File: config.mk
export PLATFORM = sky130hd
export DESIGN_NAME = pwm_multi_channel
export DESIGN_NICKNAME = d
export VERILOG_FILES = /design/src/rtl/pwm_pkg.sv /design/src/rtl/pwm_prescaler.sv /design/src/rtl/pwm_multi_channel.sv
export SDC_FILE = /design/constraint.sdc
export NUM_CORES = 1
export LEC_CHECK = 0
export ABC_AREA = 1
export CORE_MARGIN = 3
export CORE_UTILIZATION = 58
export DETAILED_ROUTE_END_ITERATION = 6
export HOLD_SLACK_MARGIN = 0.06
export PLACE_DENSITY_LB_ADDON = 0.2
export SETUP_SLACK_MARGIN = 0.02
export SYNTH_ARGS = -nofsm -noshare
export SYNTH_HDL_FRONTEND = slang
export SYNTH_SLANG_ARGS = --single-unit
File: constraint.sdc
create_clock -name clk_50MHz -period 4.49 [get_ports clk_50MHz]
set_clock_uncertainty 0.2 [all_clocks]
set_input_delay 1.1225 -clock clk_50MHz [delete_from_list [all_inputs] [get_ports clk_50MHz]]
set_output_delay 1.1225 -clock clk_50MHz [all_outputs]
set_load 0.005 [all_outputs]
File: src/rtl/pwm_pkg.sv
// Shared constants and types for the PWM generator and other timer blocks.
package pwm_pkg;

  localparam int CNT_W_DEFAULT        = 11;
  localparam int PRESCALE_1MHZ        = 50;
  localparam int RESET_PERIOD_DEFAULT = 500;

  // Counter direction, only meaningful for the center-aligned build.
  typedef enum logic {
    UP   = 1'b0,
    DOWN = 1'b1
  } cnt_dir_e;

endpackage

File: src/rtl/pwm_prescaler.sv
// Free-running clock divider: one-cycle tick every PRESCALE clocks while enabled.
module pwm_prescaler #(
  parameter int PRESCALE = pwm_pkg::PRESCALE_1MHZ
) (
  input  logic clk_50MHz,
  input  logic rst,
  input  logic enable,
  output logic tick
);

  localparam int              PS_W = (PRESCALE > 1) ? $clog2(PRESCALE) : 1;
  localparam logic [PS_W-1:0] LAST = PS_W'(PRESCALE - 1);

  logic [PS_W-1:0] count;

  assign tick = enable && (count == LAST);

  // NOTE: state registers use non-blocking assignments so every flop samples pre-edge values.
  always_ff @(posedge clk_50MHz or posedge rst) begin
    if (rst) begin
      count <= '0;
    end else if (!enable || tick) begin
      count <= '0;
    end else begin
      count <= count + 1'b1;
    end
  end

endmodule

File: src/rtl/pwm_multi_channel.sv
// Multi-channel PWM with shared counter and double-buffered period/duty.
// Define PWM_CENTER_ALIGNED_EN for up/down (center-aligned) counting; default is edge-aligned.
module pwm_multi_channel
  import pwm_pkg::*;
#(
  parameter int NUM_CH       = 2,
  parameter int CNT_W        = CNT_W_DEFAULT,
  parameter int PRESCALE     = PRESCALE_1MHZ,
  parameter int RESET_PERIOD = RESET_PERIOD_DEFAULT
) (
  input  logic                    clk_50MHz,
  input  logic                    rst,
  input  logic                    enable,
  input  logic [CNT_W-1:0]        period,
  input  logic [NUM_CH*CNT_W-1:0] duty,
  input  logic                    load,
  output logic [NUM_CH-1:0]       pwm_out,
  output logic                    period_start,
  output logic                    update_done
);

  typedef logic [CNT_W-1:0] cnt_t;

  logic                         tick;
  cnt_t                         cnt, cnt_next, p_act, p_shadow, p_eff;
  logic [NUM_CH-1:0][CNT_W-1:0] d_act, d_shadow, d_next;
  logic [NUM_CH-1:0]            pwm_next;
  logic                         pending, wrap, apply;

  pwm_prescaler #(
    .PRESCALE (PRESCALE)
  ) u_prescaler (
    .clk_50MHz (clk_50MHz),
    .rst       (rst),
    .enable    (enable),
    .tick      (tick)
  );

  // A zero period behaves as a one-tick period so the counter parks at 0.
  assign p_eff = (p_act == '0) ? cnt_t'(1) : p_act;
  assign apply = wrap & pending;

`ifdef PWM_CENTER_ALIGNED_EN
  cnt_dir_e dir, dir_next;

  // NOTE: every always_comb output gets a default first, so no path can infer a latch.
  always_comb begin
    wrap     = 1'b0;
    cnt_next = cnt;
    dir_next = dir;
    if (!enable) begin
      cnt_next = '0;
      dir_next = UP;
    end else if (tick) begin
      if (dir == UP) begin
        if (cnt < p_eff) begin
          cnt_next = cnt + 1'b1;
        end else if (p_eff == cnt_t'(1)) begin
          wrap     = 1'b1;
          cnt_next = '0;
        end else begin
          dir_next = DOWN;
          cnt_next = cnt - 1'b1;
        end
      end else if (cnt <= cnt_t'(1)) begin
        wrap     = 1'b1;
        cnt_next = '0;
        dir_next = UP;
      end else begin
        cnt_next = cnt - 1'b1;
      end
    end
  end

  always_ff @(posedge clk_50MHz or posedge rst) begin
    if (rst) begin
      dir <= UP;
    end else begin
      dir <= dir_next;
    end
  end
`else
  // NOTE: every always_comb output gets a default first, so no path can infer a latch.
  always_comb begin
    wrap     = 1'b0;
    cnt_next = cnt;
    if (!enable) begin
      cnt_next = '0;
    end else if (tick) begin
      if (cnt == p_eff - 1'b1) begin
        wrap     = 1'b1;
        cnt_next = '0;
      end else begin
        cnt_next = cnt + 1'b1;
      end
    end
  end
`endif

  // The new duty governs the period that starts at the applying wrap.
  for (genvar i = 0; i < NUM_CH; i++) begin : g_ch
    assign d_next[i]   = apply ? d_shadow[i] : d_act[i];
    assign pwm_next[i] = enable & (cnt_next < d_next[i]);
  end

  // NOTE: shadow and active duty sets are plain flops, so all of them are reset, not just control.
  always_ff @(posedge clk_50MHz or posedge rst) begin
    if (rst) begin
      cnt          <= '0;
      p_act        <= cnt_t'(RESET_PERIOD);
      d_act        <= '0;
      p_shadow     <= '0;
      d_shadow     <= '0;
      pending      <= 1'b0;
      pwm_out      <= '0;
      period_start <= 1'b0;
      update_done  <= 1'b0;
    end else begin
      cnt          <= cnt_next;
      pwm_out      <= pwm_next;
      period_start <= wrap;
      update_done  <= apply;
      // A load on the wrap tick re-arms pending, deferring its values one period.
      pending      <= load | (pending & ~wrap);
      if (apply) begin
        p_act <= p_shadow;
        d_act <= d_shadow;
      end
      if (load) begin
        p_shadow <= period;
        d_shadow <= duty;
      end
    end
  end

endmodule
* After elaboration in Yosys (flattened, before gate mapping)
Cells that the tools add are included.
** Storage, ports and cells
- Word-level logic and storage cells :: 39
- Output and inout port bits :: 4
- Input port bits :: 37
- Register bits after elaboration :: 88
** Operators by class
- Add/subtract/negate cells :: 3
- Bitwise logic cells :: 6
- $lt $le $gt $ge :: 2
- Equality and inequality tests :: 2
- Reductions and logical operators :: 4
- Mux-type cells :: 10
** Operators with widths (number)
- 2-to-1 mux 11 bit :: 6
- < comparator 11 bit :: 2
- adder 11 x 1 -> 11 bit, second input constant :: 1
- == test 11 bit :: 1
- zero test 11 bit :: 1
- subtractor 11 x 1 -> 11 bit, second input constant :: 1
- adder 6 x 1 -> 6 bit, second input constant :: 1
- == test 6 bit, second input constant :: 1
- 2-to-1 mux 6 bit :: 1
- bitwise AND 1 bit :: 4
- 2-to-1 mux 1 bit :: 3
- logical AND 1 bit :: 1
- zero test 1 bit :: 1
- logical OR 1 bit :: 1
- inverter 1 bit :: 1
- OR 1 bit :: 1

* Depth between registers and ports, before layout
- Depth after elaboration :: 11
- Mapped depth :: 29
- Mapped depth without buffers :: 29

* Hierarchy
Synthesis repeated with hierarchy kept, for this count alone.
** Second synthesis, totals
- Cell total of the unflattened synthesis :: 593
- Area total of the unflattened synthesis :: 4813.4 sq um
** Modules (own cells, without submodules)
- pwm_multi_channel :: area an instance 4498.1 sq um, instances 1, cells an instance 559, seq. area each 2059.5 sq um
- pwm_prescaler :: area an instance 315.3 sq um, instances 1, cells an instance 34, seq. area each 150.1 sq um

* Least setup slack after synthesis
Ideal clock, no wire load.
- Kind :: reg2reg
- Start point :: register p_act[4]
- End point :: register pwm_out[1]
- Path slack :: 962 ps
- Cell stages (with the launch flop) :: 28
- Clock period less this slack :: 3528 ps
- Setup time :: 77 ps
- Arrival :: 3250 ps
- Cell sequence :: dfstp_2 nor2_2 nand2_2 nor2_4 nand2_4 nand2_1 inv_1 ha_1 nand2_2 nor2_4 nand2_1 nand2_1 nand2_1 nor2_1 nand3_1 nor2_2 nand4_2 clkinv_2 buf_6 nand2_1 o21ai_2 ha_1 a21oi_1 nor2_1 a211oi_1 o21a_1 o21ai_0 a21oi_1
** Between the ends
- Longest elaborated chain between the ends :: 11
- Elaborated cells between the ends (all ways) :: 14
- Classes of those cells :: add/sub: 1; order compare: 1; eq/ne: 1; mux: 8; bitwise: 2; reduce/logical: 1
** Ends and longest elaborated chain
- start: declaration :: line pwm_multi_channel.sv:25 : cnt_t cnt, cnt_next, p_act, p_shadow, p_eff;
- start signal: assignment :: line pwm_multi_channel.sv:110 : p_act <= cnt_t'(RESET_PERIOD);
- start signal: assignment :: line pwm_multi_channel.sv:126 : p_act <= p_shadow;
- zero test 11 bit :: line pwm_multi_channel.sv:40 : assign p_eff = (p_act == '0) ? cnt_t'(1) : p_act;
- 2-to-1 mux 11 bit * :: line pwm_multi_channel.sv:40
- subtractor 11 x 1 -> 11 bit * :: line pwm_multi_channel.sv:90 : if (cnt == p_eff - 1'b1) begin
- == test 11 bit * :: line pwm_multi_channel.sv:90
- 2-to-1 mux 1 bit :: line pwm_multi_channel.sv:90
- 2-to-1 mux 1 bit :: line pwm_multi_channel.sv:89 : end else if (tick) begin
- 2-to-1 mux 1 bit :: line pwm_multi_channel.sv:87 : if (!enable) begin
- bitwise AND 1 bit :: line pwm_multi_channel.sv:41 : assign apply = wrap & pending;
- 2-to-1 mux 11 bit :: line pwm_multi_channel.sv:102 : assign d_next[i] = apply ? d_shadow[i] : d_act[i];
- < comparator 11 bit * :: line pwm_multi_channel.sv:103 : assign pwm_next[i] = enable & (cnt_next < d_next[i]);
- bitwise AND 1 bit * :: line pwm_multi_channel.sv:103
- named net pwm_next[1] :: line pwm_multi_channel.sv:27 : logic [NUM_CH-1:0] pwm_next;
- end signal: assignment :: line pwm_multi_channel.sv:120 : pwm_out <= pwm_next;
- end: declaration :: line pwm_multi_channel.sv:17 : output logic [NUM_CH-1:0] pwm_out,
The timed path passes the listed nets; every way through them passes the cells marked *.
A chain may end at the register's enable or synchronous reset.

* Final worst setup path
- Start point :: register p_act[9]
- End point :: register pwm_out[0]
Same word-level chain as after synthesis.

==> summary.md <==
| Metric | Value |
|---|---|
| Status | `finished clean` |
| Crit path depth | `27` |
| Initial antenna violation count | `0` |
| CTS Sinks | `between 80 and 90` |
| Crit path to | `pwm_out[0]` |
| CP Launch Point | `p_act[9]` |
| Pwr Density | `~270 nW/µm²` |
| Worst-path maximum fanout | `24` |
| Reg2reg start | `p_act[9]` |
| RSZ-0062 raised after global routing | `false` |
| Min-delay src | `p_shadow[7]` |
| Root buf cell | `clkbuf_8` |
| Worst r2r path cells | `27` |
| Final ANT Viol Nets | `0` |
| CP top delay family | `simple AND/OR/NAND/NOR gates` |
| Cell Area, Placed | `approximately 5200 µm²` |
| Syn-to-layout area delta | `14.4%` |
| Drt first pass iters | `5` |
| Initial DRC Count | `around 220` |
| Die area | `9210 µm²` |
| Final instance area | `about 5400 µm²` |
| Min cycle time layout | `~4100 ps` |
| Post-synth top area cell | `dfrtp_1` |
| Hold Fails Final Rpt | `0` |
| Synth Area per Inst | `roughly 8.6 µm²` |
| Pint | `around 1.1 mW` |
| # resized after CTS | `0` |
| Post-CTS setup buffers | `0` |
| GRT Total Usage | `between 20% and 30%` |
| Max Freq | `about 240 MHz` |
| Critical path arrival | `between 4000 and 5000 ps` |
| CTS tree | `done` |
| Worst-Margin Slew | `911 ps` |
| CTS Hold Buffers Added | `0` |
| Number of remaining DRC errors | `0` |
| Slew headroom | `approximately two fifths` |
| Period Utilization, post-route | `between 90% and 100%` |
| CP max stage delay | `420 ps` |
| Synth warnings | `0` |
| Worst setup SP type | `register` |
| Critical path buffers and inverters | `6` |
| Gpl congestion | `0.976` |
| Vias | `around 3.6k` |
| Clock share of power | `between 30 and 40%` |
| Post-DP HPWL | `approximately 7400 µm` |
| Max Slew Vio Count | `0` |
| PortBufs | `40` |
| CP required | `approximately 4600 ps` |
| Mapped Nets | `between 600 and 700` |
| Pleak | `around 2.8 nW` |
| Share of layout cells above drive strength 1 | `between 10% and 20%` |
| Fillers | `approximately 640` |
| Library cells used by synthesis | `45` |
| Sw Share | `25.5%` |
| DR WL/cell | `between 10 and 15 µm` |
| Setup violations, final | `0` |
| Switching power total | `approximately 0.37 mW` |
| Final WL | `~10000 µm` |
| Die Ht | `about 96 µm` |
| First-pass GRT wire length | `between 15,000 and 20,000 µm` |
| Crit Path Class | `register to register` |
| Cell area after synthesis | `about 4700 µm²` |
| CTS Buffer Depth | `2` |
| DP Cell Count | `~680` |
| Site Rows | `32` |
| Crit end category | `register` |
| Total CTS buffers | `9` |
| #FFs+latches synth | `88` |
| WHS | `about 280 ps` |
| Seq/Total Area, Yosys | `47.0%` |
| Vias in the first global route | `around 3.4k` |
| Critical-path top delay cell | `dfrtp_1` |
| Final Non-Filler Cells | `approximately 700` |
| Synth top area share | `between 40 and 50%` |
| Cell mode on critical path | `nand2_1` |
| Top cells by area, synth | `dfrtp_1, nand2_1, ha_1, inv_1, o21ai_2` |
| Max-capacitance violation count | `0` |
| Worst min-delay path category | `register to register` |
| Worst R2R End | `pwm_out[0]` |
| Top Ports | `41` |
| Fin util | `around 69%` |
| Worst ir drop on vdd | `0.244 mV` |
| Via density per instance | `around 5.2` |
| Reg power frac | `a little under three fifths` |
| Setup TNS | `0 ps` |
| Combinational power share | `7.0%` |
| GRT Residual Overflow | `0` |
| Reg clk slew, reported paths | `approximately 100 ps` |
| Die width | `approximately 96 µm` |
| Post-Syn Instances | `548` |
| Diode count | `0` |
| Htree depth | `3` |
| Largest net degree at the start of global routing | `59` |
| Final nets | `652` |
| Worst reg-to-reg setup slack | `370 ps` |
| Initial Utilization | `around 60%` |
| Core region area | `7810 µm²` |
| Clock Latency Late Sink | `roughly 360 ps` |
cell usage in the layout (no fill, tap or decap), types with 2 or more instances in the layout:
master / n
o211ai_1: 2
nand2_2: 5
clkbuf_8: 9
inv_2: 13
nand3_2: 2
nor2_1: 38
nor3_1: 5
or2_1: 2
o21ai_0: 32
dfrtp_1: 82
mux2_2: 9
a21oi_2: 2
ha_1: 24
nor2_2: 5
nor3b_1: 2
nand3b_1: 2
inv_1: 79
xor2_1: 7
o21a_1: 2
xnor2_1: 4
nand4_1: 4
buf_4: 3
a211oi_1: 4
nor2_4: 4
clkinv_2: 4
and2_1: 3
nand2_1: 117
clkdlybuf4s50_1: 39
dfstp_2: 6
nand3_1: 26
inv_6: 2
a21oi_1: 22
o21ai_2: 20
cells by family (layout without fill, tap and decap cells):
group / Yosys count / in the layout / share of synthesized area [%]
AOI/OAI and AO/OA: 88 / 88 / 11.8
xor gates and xnor gates: 11 / 11 / 2.05
adders and majority gates: 24 / 24 / 6.39
buffers and inverters: 106 / 154 / 9.00
DFF: 88 / 88 / 47.0
muxes: 9 / 9 / 2.16
and+or+nand+nor: 222 / 222 / 21.6
Yosys cell counts, drive strengths merged:
master,n
nand3b,2
a211oi,4
inv,93
nor4b,1
a21oi,24
xnor2,4
o21bai,1
and3,1
o21a,2
mux2,9
and2,3
nor3,6
dfstp,6
nor3b,2
nand4,5
nor4,1
nand2,123
dfrtp,82
o311ai,1
clkbuf,5
nor2,47
xor2,7
or2,3
a21o,1
o211ai,2
buf,7
o21ai,52
ha,24
o31ai,1
clkinv,1
nand3,28
worst min-delay path by stage:
stage / slack, ps / depth (start not counted) / endpoint
after floorplan: 250 / 2 / p_act[7]
after global placement: 270 / 2 / d_act[2]
after detailed placement: 260 / 2 / p_act[7]
after CTS: 280 / 2 / p_act[7]
after global routing: 310 / 2 / d_act[3]
final: 280 / 2 / p_act[7]
through the flow:
stage,setup WS [ps],power [mW]
after floorplan,899,0.900
after global placement,340,0.949
after detailed placement,271,0.953
after CTS,439,1.47
after global routing,83.5,1.52
final,369,1.45
flip-flops by register name, summed over array words and instances, names as in the netlist:
name / flops
d_act: 22
p_act: 11
u_prescaler.count: 6
pwm_out: 2
cnt: 11
p_shadow: 11
period_start: 1
update_done: 1
d_shadow: 22
pending: 1
routing by layer:
layer	routed length, µm	vias up	part of all wire, %	GRT usage (%)
met3	445	13	4.5	3.60
met5	0	-	0	0
met4	151	0	1.5	7.46
met1	4820	1685	49	33.8
li1	-	1827	-	-
met2	4440	88	45	35.5
power by group through the flow:
stage | Clock [mW] | Sequential (mW) | Combinational (mW)
detailed placement | 0 | 0.849 | 0.104
CTS | 0.530 | 0.834 | 0.105
finish | 0.515 | 0.833 | 0.102
floorplan | 0 | 0.846 | 0.0535
global placement | 0 | 0.848 | 0.101
global route | 0.566 | 0.837 | 0.117
area by class of cell:
type	instances	area [µm²]	share of cell area, %
multi-input combinational	354	2060	38.4
clock inverter	7	55.1	1.02
timing repair buffer	44	438	8.15
tap	102	128	2.37
clock buffer	9	124	2.31
sequential	88	2210	41.1
inverter	94	355	6.61
worst register-to-register path: stages (launching register included):
cell,delay (ps)
dfrtp_1,420
nor2_1,210
inv_2,70
nor2_4,120
nand2_4,80
nand2_1,80
inv_1,60
ha_1,220
nand2_2,170
nor2_4,70
nand2_1,110
nand2_1,70
nand2_1,60
inv_1,40
nor2_1,110
nand3_1,90
nor2_2,130
nand4_2,130
clkinv_2,210
buf_4,350
nand2_1,130
o21ai_2,100
ha_1,260
nand2_1,70
inv_1,30
o21ai_0,170
o211ai_1,140
a21oi_2,120
No activity file was read; power rests on OpenSTA's default activity.
